`config.mk`:
```
export PLATFORM = sky130hd
export DESIGN_NAME = burst_addrgen
export DESIGN_NICKNAME = d
export VERILOG_FILES = /design/src/rtl/burst_addrgen.sv
export SDC_FILE = /design/constraint.sdc
export NUM_CORES = 1
export LEC_CHECK = 0
export ABC_AREA = 1
export CAP_MARGIN = 15
export CORE_UTILIZATION = 42
export CTS_CLUSTER_DIAMETER = 150
export DETAILED_ROUTE_END_ITERATION = 7
export PLACE_DENSITY = 0.68
export SLEW_MARGIN = 20
export SYNTH_ARGS = -nofsm -noshare
export SYNTH_HDL_FRONTEND = slang
export SYNTH_SLANG_ARGS = --single-unit
export TNS_END_PERCENT = 1
```
`constraint.sdc`:
```
create_clock -name clk -period 3.4 [get_ports clk]
set_input_delay 0.51 -clock clk [delete_from_list [all_inputs] [get_ports clk]]
set_output_delay 0.51 -clock clk [all_outputs]
set_load 0.05 [all_outputs]
```
`src/rtl/burst_addrgen.sv`:
```
// Burst address generator: issues len addresses from base in stride steps, with optional
// circular addressing over [0, wrap_limit], valid/ready handshake, abort and done pulse.
module burst_addrgen #(
    parameter int unsigned ADDR_WIDTH   = 8,
    parameter int unsigned LEN_WIDTH    = 4,
    parameter int unsigned STRIDE_WIDTH = 4
) (
    input  logic                    clk,
    input  logic                    rst,
    input  logic                    start,
    input  logic [ADDR_WIDTH-1:0]   base,
    input  logic [LEN_WIDTH-1:0]    len,
    input  logic [STRIDE_WIDTH-1:0] stride,
    input  logic                    wrap_en,
    input  logic [ADDR_WIDTH-1:0]   wrap_limit,
    input  logic                    abort,
    output logic [ADDR_WIDTH-1:0]   addr,
    output logic                    addr_valid,
    input  logic                    addr_ready,
    output logic                    busy,
    output logic                    done
);

    typedef enum logic [0:0] {StIdle, StRun} state_e;

    state_e                  state_q, state_d;
    logic [ADDR_WIDTH-1:0]   addr_q, addr_d;
    logic [LEN_WIDTH-1:0]    remaining_q, remaining_d;
    logic [STRIDE_WIDTH-1:0] stride_q, stride_d;
    logic                    wrap_en_q, wrap_en_d;
    logic [ADDR_WIDTH-1:0]   wrap_limit_q, wrap_limit_d;
    logic                    done_q, done_d;

    logic [ADDR_WIDTH:0]     sum;
    logic [ADDR_WIDTH-1:0]   addr_next;

    // The wrapped result always fits in ADDR_WIDTH bits for legal bursts, so the
    // subtraction can be done modulo 2^ADDR_WIDTH.
    always_comb begin
        sum = {1'b0, addr_q} + (ADDR_WIDTH+1)'(stride_q);
        if (wrap_en_q && (sum > {1'b0, wrap_limit_q})) begin
            addr_next = sum[ADDR_WIDTH-1:0] - wrap_limit_q - ADDR_WIDTH'(1);
        end else begin
            addr_next = sum[ADDR_WIDTH-1:0];
        end
    end

    always_comb begin
        state_d      = state_q;
        addr_d       = addr_q;
        remaining_d  = remaining_q;
        stride_d     = stride_q;
        wrap_en_d    = wrap_en_q;
        wrap_limit_d = wrap_limit_q;
        done_d       = 1'b0;

        unique case (state_q)
            StIdle: begin
                if (start) begin
                    if (len != '0) begin
                        state_d      = StRun;
                        addr_d       = base;
                        remaining_d  = len;
                        stride_d     = stride;
                        wrap_en_d    = wrap_en;
                        wrap_limit_d = wrap_limit;
                    end else begin
                        done_d = 1'b1;
                    end
                end
            end
            StRun: begin
                if (abort) begin
                    state_d     = StIdle;
                    remaining_d = '0;
                end else if (addr_ready) begin
                    remaining_d = remaining_q - LEN_WIDTH'(1);
                    if (remaining_q == LEN_WIDTH'(1)) begin
                        // Last beat: addr keeps the final issued value.
                        state_d = StIdle;
                        done_d  = 1'b1;
                    end else begin
                        addr_d = addr_next;
                    end
                end
            end
            default: state_d = StIdle;
        endcase
    end

    always_ff @(posedge clk) begin
        if (rst) begin
            state_q      <= StIdle;
            addr_q       <= '0;
            remaining_q  <= '0;
            stride_q     <= '0;
            wrap_en_q    <= 1'b0;
            wrap_limit_q <= '0;
            done_q       <= 1'b0;
        end else begin
            state_q      <= state_d;
            addr_q       <= addr_d;
            remaining_q  <= remaining_d;
            stride_q     <= stride_d;
            wrap_en_q    <= wrap_en_d;
            wrap_limit_q <= wrap_limit_d;
            done_q       <= done_d;
        end
    end

    assign addr       = addr_q;
    assign addr_valid = (state_q == StRun);
    assign busy       = (state_q == StRun);
    assign done       = done_q;

endmodule

```
After elaboration in Yosys (flattened, before gate mapping)
Cells that the tools add are included.
{"block": "op_classes", "add_sub_neg": 4, "n_lt_le_gt_ge": 1, "n_eq_ne": 7, "mux": 24, "n_bitwise": 1, "n_reduce_logical": 5}
{"cell": "$mux 8", "n": 6}
{"cell": "$mux 4", "n": 4}
{"cell": "$pmux 8 s2", "n": 1}
{"cell": "$mux 1", "n": 10}
{"cell": "$ne 2x2->1 const B", "n": 5}
{"cell": "$add 8x4->9", "n": 1}
{"cell": "$gt 9x8->1", "n": 1}
{"cell": "$pmux 4 s2", "n": 1}
{"cell": "$sub 8x1->8 const B", "n": 1}
{"cell": "$sub 8x8->8", "n": 1}
{"cell": "$reduce_and 3->1", "n": 2}
{"cell": "$reduce_and 5->1", "n": 1}
{"cell": "$eq 4x1->1 const B", "n": 1}
{"cell": "$pmux 1 s2", "n": 2}
{"cell": "$reduce_bool 4->1", "n": 1}
{"cell": "$sub 4x1->4 const B", "n": 1}
{"cell": "$ne 3x3->1 const B", "n": 1}
{"cell": "$logic_and 1x1->1", "n": 1}
{"cell": "$not 1->1", "n": 1}
{"block": "word_totals", "register_bits": 27, "in_bits": 30, "output_inout_bits": 11, "elab_cells": 49}

Longest topological paths before layout
Gate-level depths: netlist (run 1).
{"block": "logic_depth", "depth_word": 8, "mapped_depth": 22, "depth_no_buf": 21}

Worst setup path after synthesis (run 1)
No wires, ideal clock.
{"block": "synth_timing", "kind": "reg-to-reg", "start": "register addr_q[2] (netlist: addr[2])", "end": "register addr_q[5] (netlist: addr[5])", "setup_ps": 67, "arrival_ps": 2917, "t_required_ps": 3333, "slack_ps": 416, "path_stages_with_launch": 20, "n_path_buf": 1, "period_less_slack_ps": 2984, "path_cell_list": "dfxtp_1 ha_1 a21oi_1 nand2_1 nand2_1 nand2_1 nand2_1 nor2_1 or2_2 nand2_1 inv_1 ha_1 nand4_1 o21a_1 nand2_4 buf_6 nand2_1 nand3_1 nand2_1 a21oi_2"}
{"block": "synth_between", "elab_chain_len": 8, "elab_cells_between_ends": 10, "classes_between": "add/sub: 3; order compare: 1; mux: 5; reduce/logical: 1"}
{"item": "from (decl)", "line_no": "27", "text": "logic [ADDR_WIDTH-1:0] addr_q, addr_d;"}
{"item": "from (signal assigned)", "line_no": "102", "text": "addr_q <= addr_d;"}
{"item": "$add 8x4->9 *", "line_no": "40", "text": "sum = {1'b0, addr_q} + (ADDR_WIDTH+1)'(stride_q);"}
{"item": "$sub 8x8->8 / $gt 9x8->1 (equally long branches)", "line_no": "42, 41"}
{"item": "$sub 8x1->8 / $logic_and 1x1->1 (equally long branches)", "line_no": "42, 41"}
{"item": "$mux 8 *", "line_no": "41", "text": "if (wrap_en_q && (sum > {1'b0, wrap_limit_q})) begin"}
{"item": "$mux 8 *", "line_no": "78", "text": "if (remaining_q == LEN_WIDTH'(1)) begin"}
{"item": "$mux 8 *", "line_no": "76", "text": "end else if (addr_ready) begin"}
{"item": "$mux 8 *", "line_no": "73", "text": "if (abort) begin"}
{"item": "$pmux 8 s2 *", "line_no": "57", "text": "unique case (state_q)"}
Every way passes the cells marked *; elsewhere a longest branch is shown, timed or not. The select of a mux whose other input is x is not followed.
A chain may end at the register's enable or synchronous reset.

Final worst setup path (run 1)
{"block": "layout_timing", "start": "register addr_q[0] (netlist: addr[0])", "end": "register addr_q[2] (netlist: addr[2])"}
Same word-level chain as after synthesis.

==> out/qor.txt, run 1 <==
Status -> finished clean
Postcts setup bufs -> 0
Die width -> 69.6 µm
Root buf cell -> clkbuf_8
Flop-to-flop setup slack -> 440 ps
Number of max-cap violations -> 0
Family with the most delay on the worst path -> adder cells
Vias in the first global route -> 1,729
Clock Latency Late Sink -> 280 ps
Hold Crit Class -> flop to flop
Leakage -> 1.11 nW
Final period util -> 87.0%
Cell Area, Synth -> 1920 µm²
Fmax achieved -> 338 MHz
Critical path arrival -> 3170 ps
Final Hold Fails -> 0
CTS clk-pin slew, worst paths -> 100 ps
Sink Count -> 27
Routed Wire Length -> 4510 µm
Critical Path RT -> 3610 ps
WL per Instance -> 12.3 µm
Final Util -> 54.7%
Synth warn -> 0
Pins Over Slew Limit -> 0
Vias -> 1,827
Die H -> 69.6 µm
Final layout net count -> 362
Number of buffers created by CTS -> 3
Mapped Cells -> 276
Layout cell share with drive strength beyond 1 -> 8.28%
Crit path cell chain -> ha_1 > fa_1 > nand3_1 > nand3_2 > xor2_1 > ha_1 > a21oi_1 > nand3_1 > nand2_1 > nand2_1 > nand2_1 > nand2_2 > nand2_4 > nand2_2 > o21ai_2 > nand2_1 > a21oi_1
Relative slew slack -> 58.2%
CP most frequent cell -> nand2_1
CTS tree -> done
Area Overhead vs Synth -> 25.1%
Min cycle time layout -> 2960 ps
Initial antenna violation count -> 0
PwrDens -> 446 nW/µm²
Syn Area/Cell -> 6.95 µm²
Cts hold-fix bufs -> 0
Global-route wire length before repair -> 7860 µm
Post-synth top area share -> 28.2%
Clk buf depth -> 2
GRT overflow -> 0
Total Power -> 0.00107 W
H-tree lvl count -> 1
CTS resizes -> 0
Worst slew pin tran -> 627 ps
Setup Viol. Count Final -> 0
Pin count of the biggest net entering global routing -> 26
Seq cells post-synth -> 27
Post-DP HPWL -> 3590 µm
IO Pins -> 41
PnR worst setup slack -> 443 ps
Synth unique cells -> 30
GRT Util Overall -> 20.4%
Starting DRT DRC Count -> 97
Slowest cell on crit path -> fa_1
Synth area leader -> dfxtp_1
Crit Path Class -> flop to flop
Worst setup SP type -> flop
Post-synthesis sequential area ratio -> 28.2%
RSZ-0062 raised after global routing -> false
CP endpoint kind -> flop
Num rows -> 24
Dominant cells by area after synthesis -> dfxtp_1 (28%), ha_1 (9.8%), nand2_1 (8.8%), inv_1 (8.4%), a21oi_1 (8.4%)
Setup TNS -> 0 ps
Max stage delay on crit path -> 410 ps
Post-place setup slack -> 504 ps
Skew final -> 10.5 ps
CP Max Fanout -> 13
Fillers -> 466
Die area -> 4840 µm²
Placer Congestion -> 0.861
Final antenna-violating net count -> 0
Port bufs -> 40
Sum of buffers and inverters on the critical path -> 0
Residual DRC count -> 0
Worst IR drop on VDD -> 0.000285 V
Core Box Area -> 4380 µm²
Ant. Diodes -> 0
Via density -> 4.99
Synthesized Nets -> 323
Initial Util -> 43.7%
Detailed Routing Iterations Pass 1 -> 4
==> metrics by stage <==
stage	std cells	instance area, µm²	hold WS (ps)
2_1_floorplan	276	1920	435
3_3_place_gp	362	2350	470
3_5_place_dp	362	2350	474
4_1_cts	366	2400	486
5_1_grt	366	2400	503
6_report	366	2400	472
==> worst min-delay path: stages, from the launching register on <==
cell and delay (ps):
dfxtp_1 310, inv_1 70, a21oi_1 60
==> routing by layer <==
layer  up-vias  routed length, µm  track usage (%)
met2        47               1970             31.9
met5         -                  0                0
met4         0                 70             6.80
met1       805               2260             28.5
li1        969                  -                -
met3         6                208             3.49
==> cell families (layout without fill, tap and decap cells) <==
family,Yosys count,after routing,synth area share (%)
DFF,27,27,28.2
adders and majority gates,17,17,11.9
xor gates and xnor gates,9,9,4.11
and+or+nand+nor,98,98,22.8
AOI/OAI and AO/OA,74,74,22.3
buffers and inverters,51,89,10.8
==> area by class of cell <==
type | instances | area [µm²] | area share (%)
sequential | 27 | 541 | 22.5
tap | 52 | 65.1 | 2.71
clock buffer | 4 | 45.0 | 1.88
timing repair buffer | 42 | 415 | 17.3
multi-input combinational | 198 | 1170 | 48.8
inverter | 43 | 161 | 6.73
==> path summary, 6_finish.rpt <==
path | start | endpoint | cells after the start
worst max-delay path | addr[0] | addr[2] | 17
worst min-delay path | wrap_limit_q[6] | wrap_limit_q[6] | 2
worst max register to register | addr[0] | addr[2] | 17
worst min register to register | wrap_limit_q[6] | wrap_limit_q[6] | 2
==> synth_stat cells <==
library cell and n:
dfxtp_1 27, nand2_4 1, buf_4 1, nand3_2 1
xor2_1 8, nand4_1 1, buf_6 1, o21bai_1 2
nand2_1 45, o22ai_1 2, a211oi_1 1, a21oi_1 32
nor2_2 3, nand2_2 6, a21oi_2 1, fa_1 2
a22oi_1 2, a22oi_4 1, o21ai_0 27, nor2_1 22
inv_1 43, o21ai_2 5, or2_2 3, nand3b_1 1
nand3_1 15, o21a_1 1, clkbuf_4 1, clkbuf_1 5
xnor2_1 1, ha_1 15
==> flip-flops by register name (all words and copies together) (netlist names) <==
signal	flops
addr	8
addr_valid	1
done	1
remaining_q	4
stride_q	4
wrap_en_q	1
wrap_limit_q	8
==> layout by cell type, fill, tap and decap left out <==
cell type,instances
nand2_1,45
inv_1,43
clkdlybuf4s50_1,40
a21oi_1,32
o21ai_0,27
dfxtp_1,27
nor2_1,22
nand3_1,15
ha_1,15
xor2_1,8
nand2_2,6
o21ai_2,5
or2_2,3
nor2_2,3
clkbuf_8,3
o22ai_1,2
a22oi_1,2
o21bai_1,2
fa_1,2
buf_4,2
nand3_2,1
nand4_1,1
o21a_1,1
nand2_4,1
a22oi_4,1
nand3b_1,1
a21oi_2,1
xnor2_1,1
a211oi_1,1
clkbuf_1,1
==> power by group <==
group | switching, W | internal [W] | total [W]
clock | 0.000104 | 0.0000842 | 0.000188
combinational | 0.000307 | 0.000202 | 0.000510
sequential | 0.0000246 | 0.000347 | 0.000372
No activity file was read; power rests on OpenSTA's default activity.
==> run 2, diff against run 1 <==
CORE_UTILIZATION = 51   (was 42)
PLACE_DENSITY = 0.8   (was 0.68)
==> run 2 against run 1 <==
Clock skew shrank 3.3 ps. Critical path depth did not move. Non-clock buffer count shrank 1. Maximum frequency decreased by 1.0%. Count of clock-buffer cells in the layout shrank 1. Worst hold slack got worse by 6.7 ps. Register-to-register slack lost 30 ps. Worst setup slack worse by 30 ps. Critical endpoint is now addr[3]. Largest power group unchanged. Global-route usage is 3.4 points higher. Total power rose by 0.16%. Final cell count down 1.9%.
==> out/qor.txt, run 2 (synthesized netlist as in run 1, its figures left out) <==
Crit path cell chain -> ha_1 > fa_1 > nand3_1 > nand3_2 > xor2_1 > ha_1 > a21oi_1 > nand3_1 > nand2_1 > nand2_1 > nand2_1 > nand2_2 > nand2_4 > nand2_1 > o21ai_2 > nand2_1 > a21oi_1
Leakage -> 1.10 nW
Sum of buffers and inverters on the critical path -> 0
Detailed Routing Iterations Pass 1 -> 4
CTS tree -> done
Sink Count -> 27
Final antenna-violating net count -> 0
GRT Util Overall -> 23.9%
Critical path arrival -> 3210 ps
PwrDens -> 449 nW/µm²
Clock Latency Late Sink -> 280 ps
Hold Startpoint -> wrap_limit_q[6]
Cts hold-fix bufs -> 0
Max stage delay on crit path -> 420 ps
Layout cell share with drive strength beyond 1 -> 8.31%
Vias in the first global route -> 1,720
Family with the most delay on the worst path -> adder cells
WL per Instance -> 12.1 µm
Setup TNS -> 0 ps
CTS resizes -> 0
Residual DRC count -> 0
Reg-to-Reg Start -> addr[0]
Hold Crit Class -> flop to flop
Initial Util -> 55.3%
CP endpoint kind -> flop
Status -> finished clean
H-tree lvl count -> 1
PnR worst setup slack -> 413 ps
Worst IR drop on VDD -> 0.000231 V
Vias -> 1,829
Number of max-cap violations -> 0
CP most frequent cell -> nand2_1
Pins Over Slew Limit -> 0
Most common cell after layout, fill and taps aside -> nand2_1
Pin count of the biggest net entering global routing -> 26
CP Max Fanout -> 13
Root buf cell -> clkbuf_8
Via density -> 5.09
Core Box Area -> 3470 µm²
Ant. Diodes -> 0
Port bufs -> 40
Placer Congestion -> 0.849
Number of buffers created by CTS -> 3
Die H -> 63.3 µm
GRT overflow -> 0
Total Power -> 0.00107 W
Worst setup SP type -> flop
Min cycle time layout -> 2990 ps
Skew final -> 7.18 ps
Num rows -> 21
Final period util -> 87.9%
Area Overhead vs Synth -> 24.5%
Global-route wire length before repair -> 7590 µm
RSZ-0062 raised after global routing -> false
Initial antenna violation count -> 0
Final Hold Fails -> 0
Relative slew slack -> 56.0%
Slowest cell on crit path -> fa_1
Clk buf depth -> 2
CTS clk-pin slew, worst paths -> 100 ps
Post-place setup slack -> 444 ps
Layout Cell Area excl Fill -> 2390 µm²
Post-DP HPWL -> 3380 µm
Crit Path Class -> flop to flop
Setup Viol. Count Final -> 0
CP Launch Point -> addr[0]
Most frequent cells in the layout -> nand2_1 (45), inv_1 (43), clkdlybuf4s50_1 (40), a21oi_1 (32)
Fmax achieved -> 335 MHz
Fillers -> 314
Die width -> 63.3 µm
Critical Path RT -> 3620 ps
Postcts setup bufs -> 0
Die area -> 4010 µm²
Worst slew pin tran -> 659 ps
Starting DRT DRC Count -> 102
Final layout net count -> 361
Post-Place Cell Area -> 2340 µm²
Routed Wire Length -> 4340 µm
IO Pins -> 41
## run 2: worst paths after layout
check / endpoint / slack (ps) / cells after the start
setup reg to reg: addr[3] / 410 / 17
setup / recovery: addr[3] / 410 / 17
hold / removal: wrap_limit_q[6] / 470 / 2
hold reg to reg: wrap_limit_q[6] / 470 / 2
## run 2: worst register-to-register path: cells and delay by family (launching register included)
| kind | cells | cell delay, ps |
|---|---|---|
| AO/OA/AOI/OAI | 3 | 480 |
| XOR/XNOR | 1 | 220 |
| adder cells (fa/ha/maj) | 3 | 970 |
| flip-flops | 1 | 340 |
| AND/OR/NAND/NOR | 10 | 910 |
## run 2: report_power, final
group	internal (W)	total, W	switching, W
sequential	0.000347	0.000374	0.0000272
combinational	0.000200	0.000503	0.000303
clock	0.0000835	0.000194	0.000110
## run 2: through the flow
stage                     hold WS, ps  instances  util [%]
after global routing              498        359      68.8
after floorplan                   435        276         -
after global placement            451        355      67.4
after detailed placement          457        355      67.4
after CTS                         472        359      68.8
final                             465        359      68.8
## run 2: cell type report
class                           instances  area [µm²]  area share, %
Sequential cell                        27         541           22.7
Multi-Input combinational cell        198        1170           49.0
Tap cell                               46        57.6           2.41
Inverter                               43         161           6.76
Clock inverter                          1        7.51          0.315
Clock buffer                            3        41.3           1.73
Timing Repair Buffer                   41         408           17.1
## run 2: per-layer routing
layer / vias to the layer above / part of all wire, % / global-route usage, % / routed length, µm
met5: - / 0 / 0 / 0
met4: 0 / 1.6 / 8.52 / 70
met3: 7 / 3.8 / 3.26 / 167
met2: 43 / 46 / 38.6 / 2010
met1: 806 / 48 / 32.3 / 2100
li1: 973 / - / - / -
==> run 3, diff against run 2 <==
CORE_MARGIN = 2   (was not set)
==> run 3 against run 2 <==
Final cell count grew 0.84%. Largest power group unchanged. Worst setup slack gained 67 ps. Clock skew shrank 2.6 ps. Highest routed layer unchanged. Global-route usage shrank 2.3 points. Critical path depth is the same. Non-clock buffer count grew 1.
==> out/qor.txt, run 3 (synthesized netlist as in run 1, its figures left out) <==
Sum of buffers and inverters on the critical path -> 0
Die area -> 4260 µm²
Max stage delay on crit path -> 410 ps
Final layout net count -> 362
Postcts setup bufs -> 0
Ant. Diodes -> 0
Die width -> 65.3 µm
Area Overhead vs Synth -> 24.9%
Hold path depth -> 2
Hold Startpoint -> wrap_limit_q[3]
GRT Util Overall -> 21.5%
Final Hold Fails -> 0
End of the worst register-to-register path -> addr[2]
Setup TNS -> 0 ps
Min cycle time layout -> 2920 ps
WL per Instance -> 11.6 µm
Hold Crit Class -> flop to flop
Crit path cell chain -> ha_1 > fa_1 > nand3_1 > nand3_2 > xor2_1 > ha_1 > a21oi_1 > nand3_1 > nand2_1 > nand2_1 > nand2_1 > nand2_2 > nand2_4 > nand2_2 > o21ai_2 > nand2_1 > a21oi_1
CTS clk-pin slew, worst paths -> 100 ps
Critical Path RT -> 3610 ps
Pins Over Slew Limit -> 0
CP endpoint kind -> flop
Starting DRT DRC Count -> 117
Number of buffers created by CTS -> 3
Fillers -> 337
PwrDens -> 446 nW/µm²
Num rows -> 22
CP Max Fanout -> 13
Most frequent cells in the layout -> nand2_1 (45), inv_1 (43), clkdlybuf4s50_1 (40), a21oi_1 (32)
Initial Util -> 52.8%
RSZ-0062 raised after global routing -> false
Pin count of the biggest net entering global routing -> 26
Skew final -> 4.62 ps
Post-DP HPWL -> 3360 µm
Reg-to-Reg Start -> addr[0]
Root buf cell -> clkbuf_8
IO Pins -> 41
Cell depth of the worst flop-to-flop path -> 17
CP most frequent cell -> nand2_1
CTS tree -> done
Clock Latency Late Sink -> 280 ps
Detailed Routing Iterations Pass 1 -> 4
Worst setup SP type -> flop
Relative slew slack -> 61.5%
Die H -> 65.3 µm
Final antenna-violating net count -> 0
Core Box Area -> 3630 µm²
Initial antenna violation count -> 0
GRT overflow -> 0
Setup Viol. Count Final -> 0
H-tree lvl count -> 1
Clk buf depth -> 2
Worst slew pin tran -> 577 ps
Leakage -> 1.11 nW
Residual DRC count -> 0
Family with the most delay on the worst path -> adder cells
Most common cell after layout, fill and taps aside -> nand2_1
Number of max-cap violations -> 0
Global-route wire length before repair -> 7190 µm
Hold Path End -> wrap_limit_q[3]
Routed Wire Length -> 4190 µm
Critical path arrival -> 3130 ps
Vias in the first global route -> 1,610
Worst IR drop on VDD -> 0.000237 V
Port bufs -> 40
Post-Place Cell Area -> 2350 µm²
Fmax achieved -> 342 MHz
Crit Path Class -> flop to flop
Flop-to-flop setup slack -> 480 ps
Critical path depth -> 17
Slowest cell on crit path -> fa_1
Placer Congestion -> 0.852
Vias -> 1,845
Layout Cell Area excl Fill -> 2390 µm²
Via density -> 5.10
Layout cell share with drive strength beyond 1 -> 8.60%
Sink Count -> 27
Status -> finished clean
Cts hold-fix bufs -> 0
CTS resizes -> 0
Final period util -> 85.9%
-- run 3: changes by cell type in the layout (fill, tap and decap cells not counted), sizes merged --
cell      delta
clkinv       +1
clkinvlp     -1
buf          +1
-- run 3: worst max path at each step --
stage,startpoint,endpoint,slack (ps)
CTS,addr[0],addr[2],480
global route,addr[0],addr[6],240
floorplan,addr[2],addr[5],420
finish,addr[0],addr[2],480
detailed placement,addr[0],addr[6],520
global placement,addr[0],addr[4],610
-- run 3: worst reg2reg max path, delay by kind of cell (launching register included) --
family	cells	cell delay [ps]
adders and majority gates	3	960
DFF	1	340
AOI/OAI and AO/OA	3	470
and+or+nand+nor	10	880
xor gates and xnor gates	1	220
-- run 3: final cells by class --
type                    instances  area [µm²]  share of cell area (%)
multi-input cells             198        1170                    48.9
well taps                      48        60.1                    2.51
inverters                      43         161                    6.74
clock buffers                   3        41.3                    1.73
repair buffers                 42         415                    17.4
flip-flops and latches         27         541                    22.6
clock inverters                 1        5.00                   0.209
-- run 3: power by group --
part | switching [W] | internal [W]
Sequential | 0.0000238 | 0.000347
Combinational | 0.000308 | 0.000201
Clock | 0.000106 | 0.0000824
-- run 3: per-stage QoR --
stage | instances | util (%) | total power [W] | worst slack (ps) | hold slack, ps
after detailed placement | 358 | 64.6 | 0.000882 | 519 | 467
after floorplan | 276 | - | 0.000754 | 416 | 435
after CTS | 362 | 65.9 | 0.00107 | 478 | 480
after global placement | 358 | 64.6 | 0.000877 | 614 | 458
final | 362 | 65.9 | 0.00107 | 480 | 479
after global routing | 362 | 65.9 | 0.00115 | 244 | 501
-- run 3: per-layer routing --
metal / up-vias / GRT usage [%] / wire length, µm
met4: 0 / 5.47 / 46
met3: 5 / 3.94 / 266
met2: 50 / 34.6 / 1840
li1: 971 / - / -
met5: - / 0 / 0
met1: 819 / 29.8 / 2030
==> variant: new RTL, flow settings as in run 2 <==
Set the parameter `LEN_WIDTH` to 2 (it was 4).
--- a/src/rtl/burst_addrgen.sv
+++ b/src/rtl/burst_addrgen.sv
@@ -4,3 +4,3 @@
     parameter int unsigned ADDR_WIDTH   = 8,
-    parameter int unsigned LEN_WIDTH    = 4,
+    parameter int unsigned LEN_WIDTH    = 2,
     parameter int unsigned STRIDE_WIDTH = 4
Interface: changed (resized len); port bits go from 41 to 39. The function was not compared with the original's and may differ.
==> variant against run 2 <==
Hold slack gained 0.0050 ns; sequential cell count shrank 2; total power shrank 14%; combinational power shrank 13%; die area shrank 7.7%; setup slack gained 0.0021 ns; synthesized area shrank 7.9%; wire length shrank 7.7%; cell area shrank 7.9%.
==> variant: results (changes against run 2) <==
GRT
  – Vias in the first global route: 1,470 (was 1,720)
  – Global-route wire length before repair: 6.56 mm (was 7.59 mm)
  – GRT Total Usage: 24.1% (was 23.9%)
  – Largest net degree at the start of global routing: 23 (was 26)
  – Initial antenna violation count: 0 (unchanged)

Drt
  – Drt via density: 5.05 (was 5.09)
  – Number of routed nets with antenna violations: 0 (unchanged)
  – Number of DRC markers in iteration 0: 77 (was 102)
  – Wire per inst: 12.1 µm (about the same)
  – Routed WL: 4.01 mm (was 4.34 mm)

Synthesis
  – Unique cell type count in the Yosys netlist: 30 (unchanged)
  – Sequential area share after synthesis: 28.3% (was 28.2%)
  – Mean post-synth cell area: 7.01 µm² (was 6.95 µm²)
  – Synth top cells by count: nand2_1 (48), inv_1 (35), dfxtp_1 (25), a21oi_1 (24), o21ai_0 (23) (was nand2_1 (45), inv_1 (43), a21oi_1 (32), dfxtp_1 (27), o21ai_0 (27))
  – Synth top area cells: dfxtp_1 (28%), nand2_1 (10%), ha_1 (9.9%), inv_1 (7.4%), a21oi_1 (6.8%) (was dfxtp_1 (28%), ha_1 (9.8%), nand2_1 (8.8%), inv_1 (8.4%), a21oi_1 (8.4%))
  – Syn nets: 296 (was 323)
  – Share of flip-flops with an asynchronous set or reset: 0% (unchanged)

Final layout
  – Fillers: 296 (was 314)
  – Antenna diodes: 0 (unchanged)
  – Layout cells sized above 1: 9.72% (was 8.31%)

Clock tree
  – Worst-skew pair later-pin latency: 0.33 ns (was 0.28 ns)
  – CTS clk-pin slew, worst paths: 0.15 ns (was 0.10 ns)
  – Longest Clk Path Bufs: 2 (unchanged)
  – Hold_buf cts: 0 (unchanged)
  – Root buf cell: clkbuf_4 (was clkbuf_8)
  – CTS Buf Count: 3 (unchanged)

Critical path
  – Worst Path Arrival: 3.27 ns (was 3.21 ns)
  – Worst path max stage delay: 0.43 ns
  – Flop-to-flop setup slack: 0.41 ns
  – Critical path fanouts, max: 13 (unchanged)

Placement
  – Placer congestion estimate: 0.883 (was 0.849)
  – Dpl hpwl: 3.15 mm (was 3.38 mm)
  – I/O Buffers: 38 (was 40)

Timing
  – Final Skew: 0.00805 ns (was 0.00718 ns)
  – Slew @ Worst Pin: 0.576 ns (was 0.659 ns)

Pwr
  – LEAKAGE: 1.01 nW (was 1.10 nW)
  – Worst-case vdd ir drop: 0.000269 V (was 0.000231 V)

Run status
  – Status: completed (unchanged)
==> variant: changes by cell type after synthesis, moves of 3 or more <==
cell	change
a21oi_1	-8
o21ai_0	-4
a21oi_2	+5
inv_1	-8
nand2_1	+3
==> variant: worst paths after layout <==
kind	startpoint	endpoint	depth (start not counted)
min reg2reg	wrap_limit_q[6]	wrap_limit_q[6]	2
max	addr[0]	addr[4]	17
max reg2reg	addr[0]	addr[4]	17
min	wrap_limit_q[6]	wrap_limit_q[6]	2
==> variant: logic make-up after synthesis <==
family	synth area share, %
compound gates	20.9
xor+xnor	4.47
fa+ha+maj	12.2
buf+inv	9.99
flops	28.3
simple gates	24.1
==> variant: power breakdown <==
group	total, W	internal [W]	switching [W]
Clock	0.000144	0.0000443	0.0000997
Combinational	0.000436	0.000174	0.000261
Sequential	0.000343	0.000319	0.0000236
==> variant: worst min-delay path: stages (launching register included) <==
cell and delay, ns:
dfxtp_1 0.33, inv_1 0.06, a21oi_1 0.05
==> variant: stage by stage <==
| stage | instance area [µm²] | setup WS, ns | hold slack, ns |
|---|---|---|---|
| 2_1_floorplan | 1770 | 0.418 | 0.435 |
| 3_3_place_gp | 2170 | 0.531 | 0.452 |
| 3_5_place_dp | 2170 | 0.443 | 0.455 |
| 4_1_cts | 2200 | 0.411 | 0.475 |
| 5_1_grt | 2200 | 0.153 | 0.499 |
| 6_report | 2200 | 0.415 | 0.470 |
==> variant: per-layer routing <==
metal  routed length [µm]  GRT usage (%)  vias up  part of all wire [%]
met1                 1920           31.4      733                    48
li1                     -              -      890                     -
met3                  143           5.33       10                   3.6
met5                    0              0        -                     0
met4                   92           8.77        0                   2.3
met2                 1850           39.2       44                    46
==> variant: final cells by class <==
type                       count  area (µm²)  area share, %
multi-input combinational    184        1090           49.5
sequential                    25         500           22.8
timing repair buffer          40         395           18.0
inverter                      35         131           5.98
tap                           44        55.1           2.50
clock buffer                   3        22.5           1.02
clock inverter                 1        5.00          0.228
